===== src/rtl/elastic_pipe_stage_pkg.sv =====
// pipe_pkg: shared statistic type, saturation limit and modulo pointer increment
// for elastic_pipe_stage.
package pipe_pkg;

    typedef logic [31:0] stat_t;

    localparam stat_t STAT_MAX = 32'hFFFF_FFFF;

    // Compare-and-clear wrap so non-power-of-two depths cycle correctly.
    function automatic logic [31:0] ptr_inc(input logic [31:0] ptr, input logic [31:0] depth);
        return (ptr == depth - 32'd1) ? 32'd0 : ptr + 32'd1;
    endfunction

endpackage


===== src/rtl/elastic_pipe_stage_ring_ptr.sv =====
// ring_ptr: modulo-DEPTH pointer with synchronous clear and increment,
// used for the read and write sides of elastic_pipe_stage.
module ring_ptr
    import pipe_pkg::*;
#(
    parameter int DEPTH = 2,
    parameter int W     = 1
) (
    input  logic         i_clk,
    input  logic         i_rst,
    input  logic         i_clr,
    input  logic         i_inc,
    output logic [W-1:0] o_ptr
);

    logic [W-1:0] r_ptr;

    always_ff @(posedge i_clk) begin
        if (i_rst || i_clr) r_ptr <= '0;
        else if (i_inc) r_ptr <= W'(ptr_inc(32'(r_ptr), 32'(DEPTH)));
    end

    assign o_ptr = r_ptr;

endmodule


===== src/rtl/elastic_pipe_stage.sv =====
// elastic_pipe_stage: valid/ready pipeline register holding up to DEPTH beats,
// zero payload when empty. Define ELASTIC_PIPE_STATS_EN for stall/full/flush counters.
module elastic_pipe_stage
    import pipe_pkg::*;
#(
    parameter  int DATA_W = 32,
    parameter  int DEPTH  = 2,
    localparam int CNT_W  = $clog2(DEPTH + 1),
    localparam int PTR_W  = (DEPTH > 1) ? $clog2(DEPTH) : 1
) (
    input  logic              CLK,
    input  logic              RST,
    input  logic              in_valid,
    output logic              in_ready,
    input  logic [DATA_W-1:0] in_data,
    output logic              out_valid,
    input  logic              out_ready,
    output logic [DATA_W-1:0] out_data,
    input  logic              flush,
    output logic [CNT_W-1:0]  count
`ifdef ELASTIC_PIPE_STATS_EN
    ,
    output stat_t             stall_cycles,
    output stat_t             full_cycles,
    output stat_t             flush_count
`endif
);

    logic [DATA_W-1:0] r_mem [DEPTH];
    logic [CNT_W-1:0]  r_count;
    logic [PTR_W-1:0]  w_rd_ptr;
    logic [PTR_W-1:0]  w_wr_ptr;
    logic              w_full;
    logic              w_accept;
    logic              w_deliver;

    assign w_full    = r_count == CNT_W'(DEPTH);
    assign in_ready  = !RST && !w_full;
    assign out_valid = r_count != '0;
    assign w_accept  = in_valid && in_ready;
    assign w_deliver = out_valid && out_ready;
    assign out_data  = out_valid ? r_mem[w_rd_ptr] : '0;
    assign count     = r_count;

    ring_ptr #(.DEPTH(DEPTH), .W(PTR_W)) u_rd_ptr (
        .i_clk(CLK),
        .i_rst(RST),
        .i_clr(flush),
        .i_inc(w_deliver),
        .o_ptr(w_rd_ptr)
    );

    ring_ptr #(.DEPTH(DEPTH), .W(PTR_W)) u_wr_ptr (
        .i_clk(CLK),
        .i_rst(RST),
        .i_clr(flush),
        .i_inc(w_accept),
        .o_ptr(w_wr_ptr)
    );

    always_ff @(posedge CLK) begin
        if (RST || flush) r_count <= '0;
        else r_count <= r_count + CNT_W'(w_accept) - CNT_W'(w_deliver);
    end

    // Storage is deliberately left unreset; count gates everything read from it.
    always_ff @(posedge CLK) begin
        if (w_accept && !flush) r_mem[w_wr_ptr] <= in_data;
    end

`ifdef ELASTIC_PIPE_STATS_EN
    stat_t r_stall;
    stat_t r_full;
    stat_t r_flush;

    always_ff @(posedge CLK) begin
        if (RST) begin
            r_stall <= '0;
            r_full  <= '0;
            r_flush <= '0;
        end else begin
            if (out_valid && !out_ready && r_stall != STAT_MAX) r_stall <= r_stall + 32'd1;
            if (w_full && r_full != STAT_MAX) r_full <= r_full + 32'd1;
            if (flush && r_flush != STAT_MAX) r_flush <= r_flush + 32'd1;
        end
    end

    assign stall_cycles = r_stall;
    assign full_cycles  = r_full;
    assign flush_count  = r_flush;
`endif

endmodule

===== config.mk =====
export PLATFORM = sky130hd
export DESIGN_NAME = elastic_pipe_stage
export DESIGN_NICKNAME = d
export VERILOG_FILES = /design/src/rtl/elastic_pipe_stage_pkg.sv /design/src/rtl/elastic_pipe_stage_ring_ptr.sv /design/src/rtl/elastic_pipe_stage.sv
export SDC_FILE = /design/constraint.sdc
export NUM_CORES = 1
export LEC_CHECK = 0
export CAP_MARGIN = 40
export CORE_MARGIN = 2
export CORE_UTILIZATION = 23
export CTS_CLUSTER_DIAMETER = 80
export DETAILED_ROUTE_END_ITERATION = 10
export PLACE_DENSITY = 0.42
export RECOVER_POWER = 100
export REMOVE_ABC_BUFFERS = 1
export SKIP_CTS_REPAIR_TIMING = 1
export SYNTH_ARGS = -nofsm -noshare
export SYNTH_HDL_FRONTEND = slang
export SYNTH_HIERARCHICAL = 1
export SYNTH_SLANG_ARGS = --single-unit

===== constraint.sdc =====
create_clock -name CLK -period 13.4 [get_ports CLK]
set_clock_uncertainty 0.1 [all_clocks]
set_input_delay 2.68 -clock CLK [delete_from_list [all_inputs] [get_ports CLK]]
set_output_delay 2.68 -clock CLK [all_outputs]
set_load 0.005 [all_outputs]

Word level (Yosys, flattened, before mapping) --
Memories as Yosys holds them, arrays and structs flattened. A register that Yosys moved wholly into a read port is not among the register bits. Cells that the tools add are included.
Word-level totals: logic and storage cells 25, bits in writable memories 64, output and inout port bits 36, memories kept 1, register bits after elaboration 4
Cells by class: mux-type cells 7, add/subtract/negate cells 4, reduce and logical (&&, ||, !) cells 9, equality and inequality tests 1
Memory list:
- r_mem | depth 2, bits a word 32, rd ports 1, clocked after Yosys merged registers in 1, wr ports 1, line elastic_pipe_stage.sv:29 | logic [DATA_W-1:0] r_mem [DEPTH];
Operators with widths (number):
- $mux 32 | 1
- $mux 1 | 6
- $logic_and 1x1->1 | 4
- $logic_not 1->1 | 3
- $add 1x1->1 const B | 2
- $add 2x1->2 | 1
- $eq 2x2->1 const B | 1
- $reduce_bool 2->1 | 1
- $sub 2x1->2 | 1
- $logic_or 1x1->1 | 1

Longest topological paths before layout --
Gate-level depths: netlist of run 1.
word-level depth 7, gate-level depth with buffers 7, mapped depth without buffers 7

Hierarchy --
The synthesis of run 1 kept the hierarchy.
Modules (own cells, without submodules):
- elastic_pipe_stage | area each 2593.7 um^2, times used 1, cells each 153, seq. area each 1961.9 um^2
- ring_ptr | area each 38.8 um^2, times used 2, cells each 3, seq. area each 20.0 um^2

Least setup slack after synthesis of run 1 --
Ideal clock, no wire load.
kind input-to-reg, start point input RST, end point memory r_mem[0][0], enable pin, cell stages on the path 2, path buffers 0, setup slack 6.865 ns, library setup time 0.502 ns, data arrival time 5.933 ns, cell sequence nand2b_1 > nor4_1
Between the ends: cells in the longest elaborated chain, start to end 6
RTL lines:
- from (decl) | line elastic_pipe_stage.sv:12 | input logic RST,
- $logic_not 1->1 | line elastic_pipe_stage.sv:38 | assign in_ready = !RST && !w_full;
- $logic_and 1x1->1 | line elastic_pipe_stage.sv:38
- $logic_and 1x1->1 | line elastic_pipe_stage.sv:40 | assign w_accept = in_valid && in_ready;
- $logic_and 1x1->1 | line elastic_pipe_stage.sv:68 | if (w_accept && !flush) r_mem[w_wr_ptr] <= in_data;
- $mux 1 | line elastic_pipe_stage.sv:68
- $mux 1 (implied by the code) | line elastic_pipe_stage.sv:68
- to (decl) | line elastic_pipe_stage.sv:29
No other way between the ends.

Worst setup path in the final report of run 1 --
start point input RST, end point output in_ready
Between the ends: cells in the longest elaborated chain, start to end 2
RTL lines:
- $logic_not 1->1 | line elastic_pipe_stage.sv:38
- $logic_and 1x1->1 | line elastic_pipe_stage.sv:38
- to (decl) | line elastic_pipe_stage.sv:14 | output logic in_ready,
No other way between the ends.

==> results_tabular.tex, run 1 <==
\begin{tabular}{lr}
\hline
Metric & Value \\
\hline
\multicolumn{2}{l}{\textbf{Yosys}} \\
\quad Most used standard cell by instance count after synthesis & sky130\_fd\_sc\_hd\_\_edfxtp\_1 \\
\quad Dominant cells by area after synthesis & sky130\_fd\_sc\_hd\_\_edfxtp\_1 (72\%), sky130\_fd\_sc\_hd\_\_mux2i\_1 (12\%), sky130\_fd\_sc\_hd\_\_nor2\_1 (4.8\%) \\
\quad Average instance area after synthesis & 16.8 sq um \\
\quad Distinct cell type count after synthesis & 20 \\
\quad Syn Std Cell Area & 2670 sq um \\
\quad List of most frequent post-synthesis cells & sky130\_fd\_sc\_hd\_\_edfxtp\_1 (64), sky130\_fd\_sc\_hd\_\_nor2\_1 (34), sky130\_fd\_sc\_hd\_\_mux2i\_1 (32) \\
\quad Top-area cell type share of the netlist area & 71.9\% \\
\quad Cell accounting for the most synthesized area & sky130\_fd\_sc\_hd\_\_edfxtp\_1 \\
\quad Synthesized instance count & 159 \\
\quad Sequential area share after synthesis & 74.9\% \\
\quad Async S/R FF share, synth & 0\% \\
\quad Primary FF master, synth & sky130\_fd\_sc\_hd\_\_edfxtp\_1 \\
\quad Synthesis Warnings & 6 \\
\quad Number of register bits inferred by synthesis & 68 \\
\quad Count of flip-flops with a built-in enable after synthesis & 64 \\
\multicolumn{2}{l}{\textbf{Global routing}} \\
\quad M3 GR Usage & 3.05\% \\
\quad Total global routing overflow & 0 \\
\quad Pin count of the biggest net entering global routing & 22 \\
\quad Global route hottest layer & met2 \\
\quad GR Layer Usage met2 & 14.1\% \\
\quad Via count of the first global-routing pass & 1667 \\
\quad Total GRT Usage & 9.26\% \\
\quad Antenna violations before repair & 0 \\
\quad M1 GR Usage & 11.6\% \\
\quad First-pass GRT wire length & 8630 um \\
\multicolumn{2}{l}{\textbf{Finish}} \\
\quad Number of antenna diodes & 0 \\
\quad Area taken by multi-input logic gates & 592 sq um \\
\quad Syn-to-layout area delta & 43.1\% \\
\quad Count of non-filler cells in the finished layout & 389 \\
\quad Sequential cell area & 2000 sq um \\
\quad Share of post-route cells with drive strength above 1 & 7.72\% \\
\quad Number of filler instances in the final layout & 1156 \\
\quad Fin nets & 280 \\
\quad Final Core Density & 33.6\% \\
\multicolumn{2}{l}{\textbf{Routing}} \\
\quad Starting DRC count in detailed routing & 39 \\
\quad \# DRC & 0 \\
\quad Vias & 1552 \\
\quad Post-route antenna net violation count & 0 \\
\quad Avg WL per Cell & 13.6 um \\
\quad DR vias/cell & 3.99 \\
\quad Pre-antenna DRT Iters & 4 \\
\quad Total Wirelength & 5310 um \\
\multicolumn{2}{l}{\textbf{Setup path}} \\
\quad Arrival time at the worst endpoint & 4010 ps \\
\quad CP Data Required Time & 10620 ps \\
\quad Cell breakdown of the critical path & dlygate4sd3\_1 > nor2\_1 > dlygate4sd3\_1 \\
\quad Slowest cell on the critical path & sky130\_fd\_sc\_hd\_\_dlygate4sd3\_1 \\
\quad Critical path type & input port to output port \\
\quad Startpoint Class & input port \\
\quad Critical Path Most Common Cell & sky130\_fd\_sc\_hd\_\_dlygate4sd3\_1 \\
\quad Critical path's largest stage delay & 630 ps \\
\quad Crit path buffers/inverters & 2 \\
\quad Worst path top cell family by delay & buffers and inverters \\
\quad Max FO, Critical Path & 6 \\
\quad Kind of end point of the critical path & output port \\
\multicolumn{2}{l}{\textbf{Hold path}} \\
\quad Worst Hold Class & flop to flop \\
\multicolumn{2}{l}{\textbf{Job}} \\
\quad Maximum Capacitance Violations & 1 \\
\multicolumn{2}{l}{\textbf{Timing}} \\
\quad Highest achievable clock rate & 147 MHz \\
\quad Total count of max-transition violations in the final report & 20 \\
\quad Summed negative setup slack over all endpoints & 0 ps \\
\quad Hold Fails Final Rpt & 0 \\
\quad Post-layout worst setup margin & 6610 ps \\
\quad Final period demand of the worst path & 6790 ps \\
\quad Setup repair after global routing missed its margin & no \\
\quad Max-slew headroom & -2.23\% \\
\quad Slew at the pin closest to its max-slew limit & 1530 ps \\
\quad Setup Viol. Count Final & 0 \\
\quad Part of the cycle the worst path needs & 50.6\% \\
\multicolumn{2}{l}{\textbf{Status}} \\
\quad Run status & finished, violations left \\
\quad Failing checks & max-capacitance violations, max-slew violations \\
\multicolumn{2}{l}{\textbf{Place}} \\
\quad Count of buffers inserted at the top-level ports & 72 \\
\quad Worst slack at placement & 6760 ps \\
\quad HPWL after detailed placement & 3390 um \\
\quad Placed instance count & 373 \\
\quad Weighted congestion reported at the end of routability-driven placement & 0.645 \\
\multicolumn{2}{l}{\textbf{Clocking}} \\
\quad Root buffer cell & sky130\_fd\_sc\_hd\_\_clkbuf\_16 \\
\quad Number of buffers on the longest clock path & 2 \\
\quad Depth of the CTS H-tree & 3 \\
\quad Clock sinks & 68 \\
\quad TritonCTS buffer count & 9 \\
\quad CTS tree & done \\
\quad Clock latency on the worst-skew pair & 330 ps \\
\quad Clock transition at the registers of the reported paths & 60 ps \\
\multicolumn{2}{l}{\textbf{Floorplan}} \\
\quad Count of pins on the block boundary & 73 \\
\quad Floorplan die height & 112 um \\
\quad Core Region & 11400 sq um \\
\quad Number of rows in the core area & 39 \\
\quad Floorplan die area & 12500 sq um \\
\quad DIE WIDTH & 112 um \\
\quad Starting density of the core & 23.5\% \\
\multicolumn{2}{l}{\textbf{Power and ir drop}} \\
\quad Power density over cell area & 127 nW/um\^{}2 \\
\quad Worst vdd rail ir drop & 0.0466 mV \\
\quad LEAKAGE & 1.32 nW \\
\hline
\end{tabular}
-- where the power goes --
group | switching [mW] | internal, mW
logic | 0.0143 | 0.0192
clock network | 0.0888 | 0.126
registers | 0.00143 | 0.237
total | 0.105 | 0.382
-- stage by stage --
stage	power, mW	hold WS (ps)	area, sq um
after floorplan	0.254	434	2620
after global placement	0.281	511	3570
after detailed placement	0.282	503	3600
after CTS	0.500	513	3880
after global routing	0.507	519	3820
final	0.486	480	3820
-- placed cells by master (no fill, tap or decap), types with 2 or more instances in the layout --
master and count:
sky130_fd_sc_hd__mux2i_1 32, sky130_fd_sc_hd__edfxtp_1 64, sky130_fd_sc_hd__dfxtp_1 4, sky130_fd_sc_hd__nor2_1 35, sky130_fd_sc_hd__inv_1 2, sky130_fd_sc_hd__clkbuf_16 9
sky130_fd_sc_hd__clkdlybuf4s50_1 5, sky130_fd_sc_hd__inv_6 2, sky130_fd_sc_hd__dlygate4sd3_1 67, sky130_fd_sc_hd__clkbuf_1 5, sky130_fd_sc_hd__nor3_2 2, sky130_fd_sc_hd__ha_1 2
sky130_fd_sc_hd__xnor2_1 2, sky130_fd_sc_hd__clkinvlp_4 2
-- state kept, by name, indices dropped and copies added (netlist names) --
signal          count
count               2
r_mem              64
u_rd_ptr/o_ptr      1
u_wr_ptr/o_ptr      1
-- layout make-up --
class,count,area share (%)
inverters,2,0.196
clock buffers,9,5.89
multi-input cells,82,15.5
well taps,143,4.68
repair buffers,78,20.1
clock inverters,7,1.31
flip-flops and latches,68,52.4
-- worst min-delay path: stages, from the launching register on --
cell	delay, ps
sky130_fd_sc_hd__dfxtp_1	350
sky130_fd_sc_hd__xnor2_1	140
sky130_fd_sc_hd__nor3_2	40
-- path summary, 6_finish.rpt --
kind / endpoint / depth (start not counted) / from / slack (ps)
worst min register to register: u_wr_ptr/o_ptr / 2 / u_wr_ptr/o_ptr / 480
worst max-delay path: in_ready / 3 / RST / 6610
worst min-delay path: u_wr_ptr/o_ptr / 2 / u_wr_ptr/o_ptr / 480
worst max register to register: r_mem[1][30] / 4 / count[0] / 10020
-- layer usage --
metal / wire (um) / vias up / part of all wire [%]
met2: 2600 / 46 / 49
met1: 2340 / 752 / 44
li1: - / 747 / -
met3: 285 / 7 / 5.4
met4: 80 / 0 / 1.5
met5: 0 / - / 0
-- cells by family (layout without fill, tap and decap cells) --
family | count (synthesis) | count (layout) | synth area share [%]
buf+inv | 9 | 96 | 2.39
fa+ha+maj | 2 | 2 | 0.937
mux | 32 | 32 | 12.0
simple gates | 45 | 45 | 8.24
xor+xnor | 3 | 3 | 1.50
flops | 68 | 68 | 74.9
(Power assumes the default switching activity.)
==> inputs of run 2 (changes only) <==
==> constraint.sdc (replaced) <==
create_clock -name CLK -period 7.1 [get_ports CLK]
set_clock_uncertainty 0.1 [all_clocks]
set_input_delay 1.42 -clock CLK [delete_from_list [all_inputs] [get_ports CLK]]
set_output_delay 1.42 -clock CLK [all_outputs]
set_load 0.005 [all_outputs]
==> run 2 against run 1 <==
Against the previous run: the flow now finishes without violations; critical path depth is 1 higher; register-to-register slack worse by 6100 ps; design area is 0.16% lower; global-route usage is 0.28 points lower; die area unchanged; sequential power grew 89%; total power rose by 90%; clock-buffer cell count is 3 higher; critical endpoint is now out_data[1]; largest cell class unchanged.
==> results_tabular.tex, run 2 (same netlist as run 1, synthesis figures left out) <==
\begin{tabular}{lr}
\hline
Metric & Value \\
\hline
\multicolumn{2}{l}{\textbf{Finish}} \\
\quad Count of non-filler cells in the finished layout & 388 (-0.26\%) \\
\quad Fin nets & 280 (unchanged) \\
\quad Max reg flops & 64 (unchanged) \\
\quad Biggest register & r\_mem \\
\quad Number of antenna diodes & 0 (unchanged) \\
\quad Syn-to-layout area delta & 42.9\% \\
\quad Share of post-route cells with drive strength above 1 & 6.53\% (-1.2 points) \\
\quad Commonest non-fill, non-tap cells in the layout & sky130\_fd\_sc\_hd\_\_dlygate4sd3\_1 (68), sky130\_fd\_sc\_hd\_\_edfxtp\_1 (64), sky130\_fd\_sc\_hd\_\_nor2\_1 (35) \\
\quad Most frequent standard cell in the layout excluding fill and tap cells & sky130\_fd\_sc\_hd\_\_dlygate4sd3\_1 \\
\multicolumn{2}{l}{\textbf{Setup path}} \\
\quad R2R Setup Slk & 3920 ps (-6100 ps) \\
\quad FF-to-FF Start & count[0] \\
\quad Startpoint Class & flop \\
\quad CP startpoint & count[1] \\
\quad Critical path's largest stage delay & 840 ps (+210 ps) \\
\quad Cell breakdown of the critical path & nor2\_1 > clkbuf\_1 > nor2\_1 > dlygate4sd3\_1 \\
\quad Critical path type & flop to output port \\
\quad Slowest cell on the critical path & sky130\_fd\_sc\_hd\_\_clkbuf\_1 \\
\quad CP Data Required Time & 5580 ps (-5040 ps) \\
\quad Endpoint of the worst-slack reg-to-reg timing path & r\_mem[1][10] \\
\quad Kind of end point of the critical path & output port \\
\quad Arrival time at the worst endpoint & 3080 ps (-930 ps) \\
\quad Crit path buffers/inverters & 2 (unchanged) \\
\quad Worst path top cell family by delay & buffers and inverters \\
\quad Critical Path Most Common Cell & sky130\_fd\_sc\_hd\_\_nor2\_1 \\
\quad Length in cells of the worst reg-to-reg path & 3 (-1) \\
\quad Max FO, Critical Path & 21 (+15) \\
\multicolumn{2}{l}{\textbf{Timing}} \\
\quad Final period demand of the worst path & 4600 ps \\
\quad Slew at the pin closest to its max-slew limit & 1370 ps (-161 ps) \\
\quad Setup Viol. Count Final & 0 (unchanged) \\
\quad Summed negative setup slack over all endpoints & 0 ps (unchanged) \\
\quad Total count of max-transition violations in the final report & 0 (-100\%) \\
\quad Max-slew headroom & 7.19\% (+9.4 points) \\
\quad Hold Fails Final Rpt & 0 (unchanged) \\
\quad Highest achievable clock rate & 218 MHz \\
\quad Setup repair after global routing missed its margin & no \\
\quad Part of the cycle the worst path needs & 64.7\% \\
\multicolumn{2}{l}{\textbf{Global routing}} \\
\quad Antenna violations before repair & 0 (unchanged) \\
\quad Total GRT Usage & 8.98\% (-0.28 points) \\
\quad Total global routing overflow & 0 (unchanged) \\
\quad First-pass GRT wire length & 8320 um (-3.6\%) \\
\quad Via count of the first global-routing pass & 1576 (-5.5\%) \\
\quad Pin count of the biggest net entering global routing & 22 (unchanged) \\
\multicolumn{2}{l}{\textbf{Floorplan}} \\
\quad Floorplan die area & 12500 sq um (unchanged) \\
\quad Number of rows in the core area & 39 (unchanged) \\
\quad Count of pins on the block boundary & 73 (unchanged) \\
\quad Core Region & 11400 sq um (unchanged) \\
\quad Floorplan die height & 112 um (unchanged) \\
\quad Starting density of the core & 23.5\% (unchanged) \\
\quad DIE WIDTH & 112 um (unchanged) \\
\multicolumn{2}{l}{\textbf{Job}} \\
\quad Maximum Capacitance Violations & 0 (-1) \\
\multicolumn{2}{l}{\textbf{Routing}} \\
\quad Post-route antenna net violation count & 0 (unchanged) \\
\quad Total Wirelength & 5210 um (-1.8\%) \\
\quad Pre-antenna DRT Iters & 5 (+1) \\
\quad \# DRC & 0 (unchanged) \\
\quad Avg WL per Cell & 13.4 um (-1.5\%) \\
\quad Starting DRC count in detailed routing & 38 (-2.6\%) \\
\quad DR vias/cell & 3.93 (-1.6\%) \\
\quad Vias & 1524 (-1.8\%) \\
\multicolumn{2}{l}{\textbf{Clocking}} \\
\quad Clock transition at the registers of the reported paths & 50 ps (about the same) \\
\quad TritonCTS buffer count & 9 (unchanged) \\
\quad Number of buffers on the longest clock path & 2 (unchanged) \\
\quad Depth of the CTS H-tree & 3 (unchanged) \\
\quad Clock latency on the worst-skew pair & 320 ps (about the same) \\
\quad CTS tree & done \\
\quad Root buffer cell & sky130\_fd\_sc\_hd\_\_clkbuf\_16 \\
\quad Clock sinks & 68 (unchanged) \\
\multicolumn{2}{l}{\textbf{Status}} \\
\quad Run status & finished clean \\
\multicolumn{2}{l}{\textbf{Hold path}} \\
\quad Number of cells on the worst hold path & 2 (unchanged) \\
\quad Worst Hold Class & flop to flop \\
\quad Endpoint of the worst hold path & u\_wr\_ptr/o\_ptr \\
\quad Start point of the worst min-delay path & u\_wr\_ptr/o\_ptr \\
\multicolumn{2}{l}{\textbf{Power and ir drop}} \\
\quad LEAKAGE & 1.32 nW (+0.18\%) \\
\quad Power density over cell area & 242 nW/um\^{}2 (+90\%) \\
\quad Worst vdd rail ir drop & 0.0798 mV (+71\%) \\
\quad Overall power & 0.924 mW (+90\%) \\
\multicolumn{2}{l}{\textbf{Place}} \\
\quad Count of buffers inserted at the top-level ports & 72 (unchanged) \\
\quad Placed instance count & 373 (unchanged) \\
\quad Weighted congestion reported at the end of routability-driven placement & 0.645 (about the same) \\
\quad HPWL after detailed placement & 3390 um (about the same) \\
\hline
\end{tabular}
## run 2: changes by cell type in the layout (fill, tap and decap cells not counted), sizes merged
cell,change
clkbuf,+3
clkinvlp,-2
inv,-2
bufinv,+1
clkdlybuf4s50,-1
clkinv,-1
dlygate4sd3,+1
## run 2: stage by stage
step	area, sq um	utilization, %	hold slack (ps)	setup WS [ps]
after global placement	3560	31.3	520	2980
after detailed placement	3620	31.8	497	2980
after CTS	3890	34.2	517	2970
final	3820	33.6	488	2500
after global routing	3820	33.6	525	2140
after floorplan	2620	-	434	1830
## run 2: cell type report
| cell class | instances | area, sq um |
|---|---|---|
| multi-input combinational | 82 | 592 |
| fill | 1143 | 7550 |
| inverter | 2 | 7.51 |
| timing repair buffer | 78 | 759 |
| tap | 143 | 179 |
| clock buffer | 12 | 236 |
| sequential | 68 | 2000 |
| clock inverter | 3 | 38.8 |
## run 2: how the worst max path moves through the flow
stage	end	cells after the start
2_1_floorplan	r_mem[0][0]	2
3_3_place_gp	in_ready	3
3_5_place_dp	in_ready	3
4_1_cts	in_ready	3
5_1_grt	out_data[14]	4
6_report	out_data[1]	4
## run 2: power breakdown
part | total (mW) | leakage, nW | internal, mW | switching (mW)
clock network | 0.413 | 0.134 | 0.268 | 0.145
registers | 0.451 | 0.614 | 0.448 | 0.00289
logic | 0.0605 | 0.576 | 0.0343 | 0.0262
total | 0.924 | 1.32 | 0.750 | 0.174
## run 2: layer usage
layer / vias to the layer above / share of wire, % / GRT usage, %
met5: - / 0 / 0
met4: 0 / 2.0 / 5.68
met3: 10 / 5.1 / 2.67
met2: 46 / 48 / 14.1
met1: 722 / 45 / 10.8
li1: 746 / - / -
## run 2: tightest hold or removal path: cells and delay by family (launching register included)
kind,cells,cell delay [ps]
simple gates,1,40
xor+xnor,1,150
flops,1,360
